<file path="config.mk">
export PLATFORM = sky130hd
export DESIGN_NAME = arb8_sched
export DESIGN_NICKNAME = d
export VERILOG_FILES = /design/src/rtl/arb8_sched.sv
export SDC_FILE = /design/constraint.sdc
export NUM_CORES = 1
export LEC_CHECK = 0
export ABC_AREA = 1
export CORE_MARGIN = 4
export CORE_UTILIZATION = 30
export DETAILED_ROUTE_END_ITERATION = 8
export GPL_TIMING_DRIVEN = 0
export SLEW_MARGIN = 30
export SYNTH_ARGS = -nofsm -noshare
export SYNTH_HDL_FRONTEND = slang
export SYNTH_SLANG_ARGS = --single-unit
</file>
<file path="constraint.sdc">
create_clock -name clk -period 7.9 [get_ports clk]
set_input_delay 0.79 -clock clk [delete_from_list [all_inputs] [get_ports clk]]
set_output_delay 0.79 -clock clk [all_outputs]
set_load 0.02 [all_outputs]
</file>
<file path="src/rtl/arb8_sched.sv">
// arb8_sched: eight-way fixed-priority/round-robin arbiter with hold-limit preemption
module arb8_sched #(
    parameter int MAX_HOLD = 16
) (
    input  logic       clk,
    input  logic       rst,
    input  logic [7:0] req,
    input  logic       rr_en,
    output logic [7:0] gnt,
    output logic [2:0] gnt_id,
    output logic       gnt_valid
);
    typedef enum logic {IDLE, GRANT} state_t;
    localparam logic [7:0] LAST = 8'(MAX_HOLD == 0 ? 0 : MAX_HOLD - 1);
    state_t     state, state_n;
    logic [7:0] cnt, cnt_n, cand, rot, gnt_n;
    logic [2:0] ptr, ptr_n, base, off, win, id_n;
    logic       rel, pre, hand, take, valid_n;
    always_comb begin
        cand = state == GRANT ? req & ~(8'd1 << gnt_id) : req;
        base = rr_en ? ptr : 3'd0;
        rot  = 8'({cand, cand} >> base);
        off  = '0;
        for (int i = 7; i >= 0; i--)
            if (rot[i]) off = 3'(i);
        win = base + off;
    end
    always_comb begin
        rel     = !req[gnt_id];
        pre     = MAX_HOLD != 0 && cnt == LAST && |cand;
        hand    = state == IDLE || rel || pre;
        take    = hand && |cand;
        state_n = hand ? (take ? GRANT : IDLE) : GRANT;
        id_n    = take ? win : (hand ? 3'd0 : gnt_id);
        valid_n = state_n == GRANT;
        gnt_n   = valid_n ? 8'd1 << id_n : 8'd0;
        ptr_n   = take ? win + 3'd1 : ptr;
        cnt_n   = hand ? 8'd0 : (cnt == LAST ? cnt : cnt + 8'd1);
    end
    always_ff @(posedge clk) begin
        if (rst) begin
            state     <= IDLE;
            cnt       <= '0;
            ptr       <= '0;
            gnt       <= '0;
            gnt_id    <= '0;
            gnt_valid <= 1'b0;
        end else begin
            state     <= state_n;
            cnt       <= cnt_n;
            ptr       <= ptr_n;
            gnt       <= gnt_n;
            gnt_id    <= id_n;
            gnt_valid <= valid_n;
        end
    end
endmodule

</file>
Word-level counts from Yosys, hierarchy flattened
Cells that the tools add are included.
{"block": "totals", "word_cells": 41, "ff_bits": 23}
{"block": "classes", "order_cmp": 1, "n_reduce_logical": 8, "bitwise": 4, "addsub": 3, "n_eq_ne": 1, "muxes": 16, "n_shift": 3}
{"op": "3-bit 2-to-1 mux", "count": 11}
{"op": "1-bit by 3-bit << shifter with 8-bit output (first input constant)", "count": 2}
{"op": "16-bit by 3-bit right shift with 8-bit output", "count": 1}
{"op": "8-bit by 1-bit adder with 8-bit output (second input constant)", "count": 1}
{"op": "8-bit AND", "count": 1}
{"op": "8-bit by 4-bit equality test with 1-bit output (second input constant)", "count": 1}
{"op": "8-bit 2-to-1 mux", "count": 1}
{"op": "8-bit NOT", "count": 1}
{"op": "8-bit OR reduction", "count": 1}
{"op": "3-bit by 4-bit less-than comparator with 1-bit output (second input constant)", "count": 1}
{"op": "2-bit OR reduction", "count": 2}
{"op": "3-bit by 1-bit adder with 3-bit output (second input constant)", "count": 1}
{"op": "3-bit adder", "count": 1}
{"op": "1-bit binary-select mux with 3-bit select", "count": 1}
{"op": "1-bit 2-to-1 mux", "count": 3}
{"op": "1-bit logical AND", "count": 2}
{"op": "1-bit logical OR", "count": 2}
{"op": "1-bit NOT", "count": 2}
{"op": "1-bit logical NOT", "count": 1}

Depth between registers and ports, before layout
Gate-level depths: netlist (run 1).
{"block": "logic_depth", "depth_word": 16, "ltp_mapped": 21}

Worst setup path after synthesis (run 1)
OpenSTA, ideal clock, no wires.
{"block": "synth_timing", "path_kind": "input-to-reg", "from": "in rr_en", "to": "reg ptr[2]", "path_stages": 18, "slack_ps": 4855, "arrival_time_ps": 2934, "path_cell_list": "nand2_2 > inv_2 > nand3_1 > nand3_1 > nand3_1 > nand2_1 > a31oi_1 > o21ai_0 > nand2_1 > a21boi_0 > ha_1 > inv_1 > fa_1 > inv_1 > ha_1 > a21boi_0 > and2_1 > nor2_1"}
{"block": "synth_via", "elab_chain_cells": 12}
{"item": "start: declaration", "line_no": "8", "text": "input logic rr_en,"}
{"item": "3-bit 2-to-1 mux *", "line_no": "21", "text": "base = rr_en ? ptr : 3'd0;"}
{"item": "16-bit by 3-bit right shift with 8-bit output", "line_no": "22", "text": "rot = 8'({cand, cand} >> base);"}
{"item": "3-bit 2-to-1 mux (8 in series)", "line_no": "25", "text": "if (rot[i]) off = 3'(i);"}
{"item": "3-bit adder *", "line_no": "26", "text": "win = base + off;"}
{"item": "3-bit by 1-bit adder with 3-bit output *", "line_no": "37", "text": "ptr_n = take ? win + 3'd1 : ptr;"}
{"item": "end signal: assignment", "line_no": "51", "text": "ptr <= ptr_n;"}
{"item": "end: declaration", "line_no": "17", "text": "logic [2:0] ptr, ptr_n, base, off, win, id_n;"}
Mark *: on every way between the ends. The rest lies on a longest branch, timed or not.
A chain may end at the register's enable or synchronous reset.

Worst setup path in the final report (run 1)
Ends and elaborated chain as after synthesis.

==> summary.log, run 1 <==
INFO  worst_setup_path worstPathRequired=8.06ns
INFO  worst_setup_path timing.setup.critical_path_class=in -> reg
INFO  yosys          cells_after_synthesis=245
INFO  clock_tree     postCtsSetupRepairBufs=0
INFO  routing        drtAntennaViolNets=0
INFO  yosys          syn_area=1510squm
INFO  final_layout   layout.cells.most_common_list=nand2_1, nand3_1, inv_1, nor2_1, dfxtp_1
INFO  power_and_ir_drop worst_ir_drop_on_vdd=78.3uV
INFO  worst_setup_path timing.reg2reg.setup_slack=4.80ns
INFO  worst_setup_path critical_path.endpoint_type=register
INFO  yosys          mappedNetlistNets=260
INFO  sta            fin_worst_skew=0.00136ns
INFO  routing        finalWirelength=3.49mm
INFO  run            cap_violations=0
INFO  floorplanning  rows=25
INFO  grt            grt_ovf=0
INFO  yosys          asyncSetResetFlopFracSynth=0
INFO  final_layout   final_common_cell=nand2_1
INFO  worst_setup_path crit_path_max_fanout=9
INFO  grt            antenna_found_initial=0
INFO  clock_tree     numCtsBuffers=3
INFO  routing        detailedRoute.firstPassIterationCount=4
INFO  worst_setup_path critical_path.startpoint_type=input pin
INFO  yosys          yosysUniqueCellTypes=28
INFO  clock_tree     clockRootBuffer=clkbuf_8
INFO  final_layout   fill_cells=547
INFO  clock_tree     resized_gates_after_cts=0
INFO  grt            first_global_vias=1442
INFO  yosys          post_synth_edffs=0
INFO  clock_tree     cts.path.max_buffers=2
INFO  yosys          syn_area_per_cell=6.17squm
INFO  clock_tree     clock_tree.htree_level_count=1
INFO  floorplanning  initial_core_util=0.314
INFO  routing        detailed_route_vias_per_instance=4.63
INFO  sta            setup_total_negative_slack=0ns
INFO  sta            slew_headroom=0.804
INFO  floorplanning  floorplan.die_area=6240squm
INFO  sta            drv_slew=0
INFO  floorplanning  placeableCoreArea=4820squm
INFO  placement      port_buffers=22
INFO  yosys          ys.warnings.count=0
INFO  final_layout   final_net_count=287
INFO  worst_setup_path critical_path.endpoint=ptr[2]
INFO  worst_setup_path timing.critical_path.arrival=3.95ns
INFO  sta            fin_crit_sh=0.479
INFO  placement      post_detail_place_hpwl=2.82mm
INFO  clock_tree     postCtsHoldBufs=0
INFO  sta            timing.final.crit_period=3.78ns
INFO  final_layout   layoutNonFillerInstCount=338
INFO  clock_tree     numClockSinks=23
INFO  worst_setup_path crit-reg2reg-capture=ptr[2]
INFO  final_layout   layout-drive-gt1-share=0.0701
INFO  placement      placedCellCount=334
INFO  yosys          postSynthRegisterBits=23
INFO  clock_tree     cts_tree=built
INFO  worst_setup_path timing.reg2reg.worst_path_depth=18
INFO  power_and_ir_drop total_leakage_power=0.000857uW
INFO  routing        drt_wl_cell=10.3microns
INFO  sta            final_setup_violating_endpoints=0
INFO  sta            max_freq=264MHz
INFO  outcome        run_status=completed
INFO  floorplanning  die-width=79.0microns
INFO  routing        route.detailed.drc=0
INFO  sta            rsz0062_at_grt=false
INFO  floorplanning  io-pin-count=23
INFO  final_layout   insertedDiodeCount=0
INFO  power_and_ir_drop powerDensity=277nW/um^2
INFO  sta            report.final.hold_viol_count=0
INFO  worst_setup_path crit_start=rr_en
INFO  sta            tightestPinTransition=0.292ns
INFO  grt            grt_max_degree=14
INFO  clock_tree     clkLatencyLatePin=0.26ns
INFO  grt            grt_first_pass_wirelength=6.25mm
INFO  placement      place.gp.congestion=0.832
INFO  final_layout   areaGrowthSynthToFinish=23.2%
INFO  routing        dr.first_iter.drc_count=103
INFO  grt            grt_usage=0.119
INFO  worst_setup_path r2r_start=gnt_id[0]
INFO  yosys          yosys_most_used_dff=dfxtp_1
INFO  min_path       holdCritPathClass=reg -> reg
INFO  yosys          synth-seq-area-share=0.305
INFO  floorplanning  floorplan.die.height=79.0microns
INFO  routing        routed-via-count=1565
INFO  clock_tree     cts.clk_slew.worst_paths=0.07ns
per-stage QoR:
stage / utilization / power [uW] / area, sq um / worst slack (ns) / hold slack [ns]
5_1_grt: 0.386 / 577 / 1860 / 3.73 / 0.506
2_1_floorplan: - / 367 / 1510 / 4.86 / 0.454
3_5_place_dp: 0.377 / 449 / 1820 / 3.86 / 0.469
3_3_place_gp: 0.377 / 447 / 1820 / 3.85 / 0.469
4_1_cts: 0.386 / 521 / 1860 / 4.13 / 0.481
6_report: 0.386 / 516 / 1860 / 4.12 / 0.479
cells by family after synthesis:
group / after synthesis / synth area share
and+or+nand+nor: 165 / 0.481
buffers and inverters: 29 / 0.0720
AOI/OAI and AO/OA: 22 / 0.0927
DFF: 23 / 0.305
adders and majority gates: 4 / 0.0381
xor gates and xnor gates: 2 / 0.0116
registers in the layout, indices dropped and copies added (netlist names):
name	flops
ptr	3
state	1
gnt_id	3
gnt	8
cnt	8
layer usage:
layer  share of wire  global-route usage  vias to the layer above
li1                -                   -                      845
met1            0.51               0.164                      684
met2            0.43               0.193                       32
met3           0.038              0.0170                        4
met4           0.014              0.0361                        0
met5               0                   0                        -
synthesized netlist by cell type, types with 2 or more instances:
cell type,instances,share of area
nor2_2,3,0.012
nand2_2,4,0.017
inv_1,27,0.067
o21ai_0,5,0.017
and2_1,2,0.0083
a22oi_1,4,0.020
nand2_1,75,0.19
nor2_1,27,0.067
nand3_1,43,0.14
a21oi_1,5,0.017
dfxtp_1,23,0.30
a21boi_0,2,0.0099
ha_1,3,0.025
nor3_1,6,0.020
inv_2,2,0.0050
nand3_2,2,0.013
worst max-delay path, stage by stage:
cell             delay (ns)
clkdlybuf4s50_1        0.57
nand2_2                0.16
inv_2                  0.17
nand3_1                0.12
nand3_1                0.13
nand3_1                0.08
nand2_1                0.13
a31oi_1                0.05
o21ai_0                0.14
nand2_1                0.07
a21boi_0               0.20
ha_1                   0.18
inv_1                  0.04
fa_1                   0.52
inv_1                  0.06
ha_1                   0.19
a21boi_0               0.15
and2_1                 0.14
nor2_1                 0.04
final cells by class:
class	count	area [sq um]	share of cell area
clock buffer	3	41.3	0.0222
clock inverter	1	5.00	0.00269
inverter	29	109	0.0585
multi-input combinational	193	942	0.506
sequential	23	460	0.247
tap	67	83.8	0.0450
timing repair buffer	22	220	0.118
worst min-delay path by stage:
stage,start,endpoint,slack (ns),depth (start not counted)
after global placement,cnt[2],cnt[2],0.47,2
after CTS,cnt[2],cnt[2],0.48,2
final,cnt[2],cnt[2],0.48,2
after floorplan,cnt[3],cnt[3],0.45,2
after global routing,cnt[3],cnt[3],0.51,2
after detailed placement,cnt[2],cnt[2],0.47,2
where the power goes:
group	internal [uW]	switching, uW	leakage, uW	total, uW
sequential	139	14.3	0.000188	154
combinational	111	182	0.000644	293
clock	35.1	34.5	0.0000255	69.6
No activity file was read; power rests on OpenSTA's default activity.
==> run 2, diff against run 1 <==
Clock period 7.9 ns to 3.37 ns, I/O delays scaled along.
==> run 2 against run 1 <==
  * Non-clock buffer count unchanged
  * Setup slack lost 3.7 ns
  * Clock power grew 130%
  * Critical path type is now reg -> reg
==> summary.log, run 2 (synthesis gave the netlist of run 1 again) <==
INFO  final_layout   final_core_utilization=0.391
INFO  sta            slew_headroom=0.804
INFO  routing        met3_length=144microns
INFO  worst_setup_path slowest_stage=fa_1
INFO  sta            fin_worst_skew=0.00147ns
INFO  worst_setup_path crit_path_max_fanout=6
INFO  grt            grt_ovf=0
INFO  power_and_ir_drop powerDensity=649nW/um^2
INFO  sta            setup_total_negative_slack=0ns
INFO  grt            grt_usage=0.119
INFO  placement      post_detail_place_hpwl=2.82mm
INFO  sta            tightestPinTransition=0.293ns
INFO  grt            antenna_found_initial=0
INFO  routing        routed.top_layer=met4
INFO  sta            drv_slew=0
INFO  final_layout   layout.cells.most_common_list=nand2_1, nand3_1, inv_1, nor2_1, clkdlybuf4s50_1
INFO  final_layout   areaGrowthSynthToFinish=24.8%
INFO  clock_tree     clock_tree.htree_level_count=1
INFO  clock_tree     numCtsBuffers=3
INFO  routing        dr.first_iter.drc_count=109
INFO  routing        finalWirelength=3.47mm
INFO  sta            fin_crit_sh=0.885
INFO  clock_tree     cts.path.max_buffers=2
INFO  worst_setup_path critical_path.startpoint_type=register
INFO  sta            rsz0062_at_grt=false
INFO  floorplanning  floorplan.die_area=6240squm
INFO  sta            report.final.hold_viol_count=0
INFO  placement      place.gp.congestion=0.832
INFO  worst_setup_path timing.critical_path.arrival=3.14ns
INFO  clock_tree     numClockSinks=23
INFO  worst_setup_path critical_path.endpoint_type=register
INFO  floorplanning  floorplan.die.height=79.0microns
INFO  routing        detailedRoute.firstPassIterationCount=5
INFO  worst_setup_path timing.setup.critical_path_class=reg -> reg
INFO  clock_tree     clkLatencyLatePin=0.26ns
INFO  floorplanning  initial_core_util=0.314
INFO  routing        detailed_route_vias_per_instance=4.63
INFO  grt            grt_first_pass_wirelength=6.25mm
INFO  floorplanning  placeableCoreArea=4820squm
INFO  floorplanning  die-width=79.0microns
INFO  grt            grt_max_degree=14
INFO  routing        drt_wl_cell=10.3microns
INFO  run            cap_violations=0
INFO  final_layout   insertedDiodeCount=0
INFO  sta            final_setup_violating_endpoints=0
INFO  routing        routed-via-count=1564
INFO  routing        drtAntennaViolNets=0
INFO  worst_setup_path worstPathRequired=3.53ns
INFO  power_and_ir_drop worst_ir_drop_on_vdd=189uV
INFO  sta            max_freq=335MHz
INFO  routing        route.detailed.drc=0
INFO  final_layout   final_common_cell=nand2_1
INFO  routing        wl_met1=1.77mm
INFO  worst_setup_path timing.reg2reg.setup_slack=0.39ns
INFO  power_and_ir_drop total_leakage_power=0.000873uW
INFO  power_and_ir_drop fin_total_pwr=1220uW
INFO  floorplanning  rows=25
INFO  placement      port_buffers=22
INFO  grt            first_global_vias=1442
INFO  clock_tree     clockRootBuffer=clkbuf_8
INFO  sta            timing.final.crit_period=2.98ns
INFO  worst_setup_path critical_path.max_stage_delay=0.52ns
INFO  final_layout   layout-drive-gt1-share=0.0886
INFO  worst_setup_path cp_cell_sequence=inv_2, nor2_2, nand2_1, nand3_1, nand3_1, nand3_1, nand2_1, o21ai_0, nand2_1, a21boi_0, ha_1, inv_1, fa_1, inv_1, ha_1, a21boi_0, and2_1, nor2_1
INFO  clock_tree     postCtsHoldBufs=0
INFO  min_path       holdCritPathClass=reg -> reg
INFO  clock_tree     cts_tree=built
INFO  routing        dr_wl_met2=1.53mm
INFO  floorplanning  io-pin-count=23
INFO  final_layout   final_net_count=287
INFO  final_layout   reg_top3=cnt x8, gnt x8
INFO  clock_tree     cts.clk_slew.worst_paths=0.08ns
INFO  outcome        run_status=completed
==> run 2: what timing repair did <==
item,CTS,global route
setup endpoints to repair,0,12
setup buffers,0,0
resized for setup,0,10
endpoints found under the hold margin,0,0
==> run 2: final timing paths <==
| kind | start | cells past startpoint | end |
|---|---|---|---|
| hold reg to reg | cnt[2] | 2 | cnt[2] |
| hold / removal | cnt[2] | 2 | cnt[2] |
| setup / recovery | gnt_id[0] | 18 | ptr[2] |
| setup reg to reg | gnt_id[0] | 18 | ptr[2] |
==> run 2: critical path, delay by kind of cell, from the launching register on <==
family          cells  cell delay (ns)
simple gates        9             0.93
fa+ha+maj           3             0.89
compound gates      3             0.52
flops               1             0.40
buf+inv             3             0.14
==> run 2: final cells by class <==
type | instances | area [sq um]
Inverter | 29 | 111
Sequential cell | 23 | 467
Tap cell | 67 | 83.8
Clock buffer | 3 | 41.3
Timing Repair Buffer | 22 | 223
Multi-Input combinational cell | 193 | 955
Clock inverter | 1 | 5.00
Fill cell | 545 | 2930
==> run 2: metal layers <==
metal	global-route usage	vias to the layer above
met5	0	-
li1	-	847
met4	0.0361	0
met1	0.164	688
met2	0.193	27
met3	0.0170	2
==> run 2: report_power, final <==
part	switching (uW)	internal, uW
clock	80.8	82.3
combinational	429	263
sequential	37.5	330
total	548	675
==> run 2: stage by stage <==
stage	setup slack, ns	instance area [sq um]	std cells	hold slack [ns]
after floorplan	0.585	1510	245	0.409
after global placement	-0.223	1820	334	0.469
after detailed placement	-0.214	1820	334	0.469
after CTS	0.0505	1860	338	0.481
after global routing	0.00658	1890	338	0.506
final	0.388	1890	338	0.479
==> RTL change 1: new RTL, settings of run 1 <==
One comparison of `cnt` changes from == to >=.
--- a/src/rtl/arb8_sched.sv
+++ b/src/rtl/arb8_sched.sv
@@ -27,7 +27,7 @@
     end
     always_comb begin
         rel     = !req[gnt_id];
-        pre     = MAX_HOLD != 0 && cnt == LAST && |cand;
+        pre     = MAX_HOLD != 0 && cnt >= LAST && |cand;
         hand    = state == IDLE || rel || pre;
         take    = hand && |cand;
         state_n = hand ? (take ? GRANT : IDLE) : GRANT;
Check against the original RTL: no difference found for any inputs over 10 cycles, from zero or initial values and one cycle with rst high; that may be too few to reach the edited logic, so the function may still have changed.
==> RTL change 1 against run 1 <==
Final area rose by 0.94%; synthesized area rose by 1.2%; register-to-register slack got worse by 0.07 ns; routed wire length up 2.0%; power increased by 14%; global-route usage is 0.089 points lower; critical path depth grew 2; sequential cell count unchanged; setup slack got worse by 0.096 ns; critical endpoint is now gnt[5].
==> RTL change 1: results (changes against run 1) <==
----------------------------------------------------
[Status]
  Result of the run ... complete, no violations (unchanged)

[Setup path]
  Arrival time of data at the critical path endpoint ... 4.08 ns (was 3.95 ns)
  Cell family with the largest share of critical-path delay ... simple AND/OR/NAND/NOR gates (was adder cells)
  Reg2reg start ... state (was gnt_id[0])

[Route]
  DRT Wirelength ... 3560 um (was 3490 um)
  Violation count after the first detailed-routing iteration ... 100 (was 103)

[Global routing]
  Global-route met3 utilization ... 2.26% (was 1.70%)
  Pin count of the biggest net entering global routing ... 13 (was 14)
  Via count of the first global-routing pass ... 1484 (was 1442)
  M1 GR Usage ... 16.4% (about the same)
  Wire length of the first global-routing pass ... 6230 um (was 6250 um)
  Global-route total usage across every layer ... 11.8% (was 11.9%)

[Layout]
  Post-route core utilization ... 39.0% (was 38.6%)
  Nets ... 284 (was 287)
  Layout cell share with drive strength beyond 1 ... 8.21% (was 7.01%)
  Filler cell count ... 526 (was 547)

[Synth]
  Most instantiated cells after synthesis ... sky130_fd_sc_hd__nand2_1 (64), sky130_fd_sc_hd__nand3_1 (45), sky130_fd_sc_hd__nor2_1 (31), sky130_fd_sc_hd__inv_1 (26), sky130_fd_sc_hd__dfxtp_1 (23) (was sky130_fd_sc_hd__nand2_1 (75), sky130_fd_sc_hd__nand3_1 (43), sky130_fd_sc_hd__inv_1 (27), sky130_fd_sc_hd__nor2_1 (27), sky130_fd_sc_hd__dfxtp_1 (23))
  Register area share after synthesis ... 30.1% (was 30.5%)
  Complex-gate fraction of the synthesized area ... 9.89% (was 9.27%)
  Fraction of synthesized cell area in xor and xnor cells ... 2.29% (was 1.16%)

[Placed design]
  Worst slack, placed ... 3.70 ns (was 3.86 ns)
  HPWL reported at the end of detailed placement ... 2920 um (was 2820 um)
  Routability-driven placement congestion ratio ... 0.814 (was 0.832)
  Total cell area at the placement stage ... 1830 um^2 (was 1820 um^2)

[Power and ir drop]
  Static leakage ... 0.853 nW (was 0.857 nW)
  Max rail drop VDD ... 267 uV (was 78.3 uV)

[STA]
  Least-Margin Pin Slew ... 0.507 ns (was 0.292 ns)

[Hold path]
  Min-Delay Startpoint ... cnt[0] (was cnt[2])

----------------------------------------------------
==> RTL change 1: worst paths after layout <==
check,cells after the start,end,slack [ns]
worst max-delay path,21,gnt[5],4.02
worst max register to register,20,gnt[5],4.73
worst min register to register,2,cnt[0],0.50
worst min-delay path,2,cnt[0],0.50
==> RTL change 1: layout make-up <==
type	instances	area share (%)
clock buffer	4	2.40
inverter	29	5.79
multi-input combinational	190	51.1
sequential	23	24.5
tap	67	4.46
timing repair buffer	22	11.7
==> RTL change 1: metrics by stage <==
step	hold WS (ns)	cells	power, mW
global route	0.535	335	0.651
floorplan	0.456	242	0.422
global placement	0.479	331	0.519
finish	0.496	335	0.588
CTS	0.502	335	0.594
detailed placement	0.489	331	0.521
==> RTL change 1: logic make-up (layout without fill, tap and decap cells) <==
group | count (synthesis) | in the layout
fa+ha+maj | 4 | 4
flops | 23 | 23
simple gates | 159 | 159
buf+inv | 29 | 55
xor+xnor | 4 | 4
compound gates | 23 | 23
==> RTL change 1: worst min-delay path: stages, from the launching register on <==
cell and delay (ns):
sky130_fd_sc_hd__dfxtp_1 0.34, sky130_fd_sc_hd__nand2_1 0.07, sky130_fd_sc_hd__a21oi_1 0.05
==> RTL change 1: report_power, final <==
group / internal [mW] / switching (mW)
combinational: 0.133 / 0.225
clock: 0.0359 / 0.0343
sequential: 0.143 / 0.0180
==> RTL change 1: layer usage <==
metal | vias up | wire (um) | part of all wire, %
met5 | - | 0 | 0
met3 | 2 | 150 | 4.2
met1 | 692 | 1850 | 52
li1 | 842 | - | -
met2 | 21 | 1530 | 43
met4 | 0 | 22 | 0.62
==> RTL change 2: new RTL, settings of run 1 <==
Made on the original files. The parameter `MAX_HOLD` goes from 16 to 8.
--- a/src/rtl/arb8_sched.sv
+++ b/src/rtl/arb8_sched.sv
@@ -1,6 +1,6 @@
 // arb8_sched: eight-way fixed-priority/round-robin arbiter with hold-limit preemption
 module arb8_sched #(
-    parameter int MAX_HOLD = 16
+    parameter int MAX_HOLD = 8
 ) (
     input  logic       clk,
     input  logic       rst,
Formal check against the unedited RTL: not equivalent (Yosys sat finds a counterexample within 10 cycles, from zero or initial values and one cycle with rst high).
==> RTL change 2 against run 1 <==
Power grew 19%; synthesized cell count increased by 0.41%; combinational power is 28% higher; synthesized area increased by 6.5%; setup slack gained 0.040 ns; sequential cell count did not move; routed wire length is 0.83% higher; clock power up 5.0%; sequential power grew 8%; final area grew 5.5%; worst hold slack worse by 0.0025 ns; die area rose by 5.9%.
==> RTL change 2: results (changes against run 1) <==
----------------------------------------------------
[Route]
  Routed length on met2 ... 1590 um (was 1520 um)
  Violation count after the first detailed-routing iteration ... 71 (was 103)
  WL met3 ... 148 um (was 131 um)
  DRT Wirelength ... 3520 um (was 3490 um)
  Via density ... 4.61 (was 4.63)

[Synth]
  Main area contributors after synthesis ... sky130_fd_sc_hd__dfxtp_1 (29%), sky130_fd_sc_hd__nand2_1 (15%), sky130_fd_sc_hd__nand3_1 (13%) (was sky130_fd_sc_hd__dfxtp_1 (30%), sky130_fd_sc_hd__nand2_1 (19%), sky130_fd_sc_hd__nand3_1 (14%))
  Register area share after synthesis ... 28.6% (was 30.5%)
  Most instantiated cells after synthesis ... sky130_fd_sc_hd__nand2_1 (63), sky130_fd_sc_hd__nand3_1 (43), sky130_fd_sc_hd__dfxtp_1 (23), sky130_fd_sc_hd__inv_1 (23), sky130_fd_sc_hd__nor2_1 (23) (was sky130_fd_sc_hd__nand2_1 (75), sky130_fd_sc_hd__nand3_1 (43), sky130_fd_sc_hd__inv_1 (27), sky130_fd_sc_hd__nor2_1 (27), sky130_fd_sc_hd__dfxtp_1 (23))

[Placed design]
  Worst slack, placed ... 3.91 ns (was 3.86 ns)
  HPWL reported at the end of detailed placement ... 2900 um (was 2820 um)
  DP Cell Count ... 338 (was 334)

[STA]
  Post-route clock skew ... 0.00721 ns (was 0.00136 ns)
  Achievable Freq ... 267 MHz (was 264 MHz)

[Power and ir drop]
  Clk pwr share ... 11.9% (was 13.5%)
  Max rail drop VDD ... 86.2 uV (was 78.3 uV)
  Static leakage ... 0.866 nW (was 0.857 nW)
  Flip-flop and latch power ... 0.166 mW (was 0.154 mW)

[Layout]
  Nets ... 288 (was 287)
  Multi-input combinational gate total ... 192 (was 193)
  Area taken by multi-input logic gates ... 1030 um^2 (was 942 um^2)
  Non-clock buffering overhead ... 11.2% (was 11.8%)
  Fraction of area in clock buffers and inverters ... 2.36% (was 2.49%)
  Area growth, synth to finish ... 22.0% (was 23.2%)
  Inverters, non-clock ... 31 (was 29)

[Global routing]
  Wire length of the first global-routing pass ... 6220 um (was 6250 um)
  Global-route met3 utilization ... 1.44% (was 1.70%)
  Global-route total usage across every layer ... 11.5% (was 11.9%)

[Hold path]
  Min-Delay Startpoint ... cnt[7] (was cnt[2])

[Setup path]
  Capture instance of the worst register-to-register path ... gnt[5] (was ptr[2])
  Critical path capture point ... gnt[5] (was ptr[2])
  Arrival time of data at the critical path endpoint ... 3.96 ns (was 3.95 ns)

[Status]
  Result of the run ... complete, no violations (unchanged)

----------------------------------------------------
==> RTL change 2: kinds of logic after synthesis <==
logic type               count (synthesis)  synth area share (%)
adder cells (fa/ha/maj)                  4                  3.57
buffers and inverters                   31                  7.30
AO/OA/AOI/OAI                           21                  8.94
XOR/XNOR                                 3                  1.63
flip-flops                              23                  28.6
AND/OR/NAND/NOR                        164                  50.0
==> RTL change 2: worst min-delay path by stage <==
stage | endpoint | slack (ns) | cells after the start
after detailed placement | cnt[7] | 0.47 | 2
after CTS | cnt[7] | 0.48 | 2
after global placement | cnt[7] | 0.46 | 2
final | cnt[7] | 0.48 | 2
after floorplan | cnt[7] | 0.44 | 2
after global routing | cnt[7] | 0.51 | 2
==> RTL change 2: critical path, delay by kind of cell <==
| kind | cells | cell delay, ns |
|---|---|---|
| buffers and inverters | 4 | 0.86 |
| adders and majority gates | 2 | 0.54 |
| and+or+nand+nor | 11 | 1.13 |
| xor gates and xnor gates | 1 | 0.24 |
| AOI/OAI and AO/OA | 3 | 0.37 |
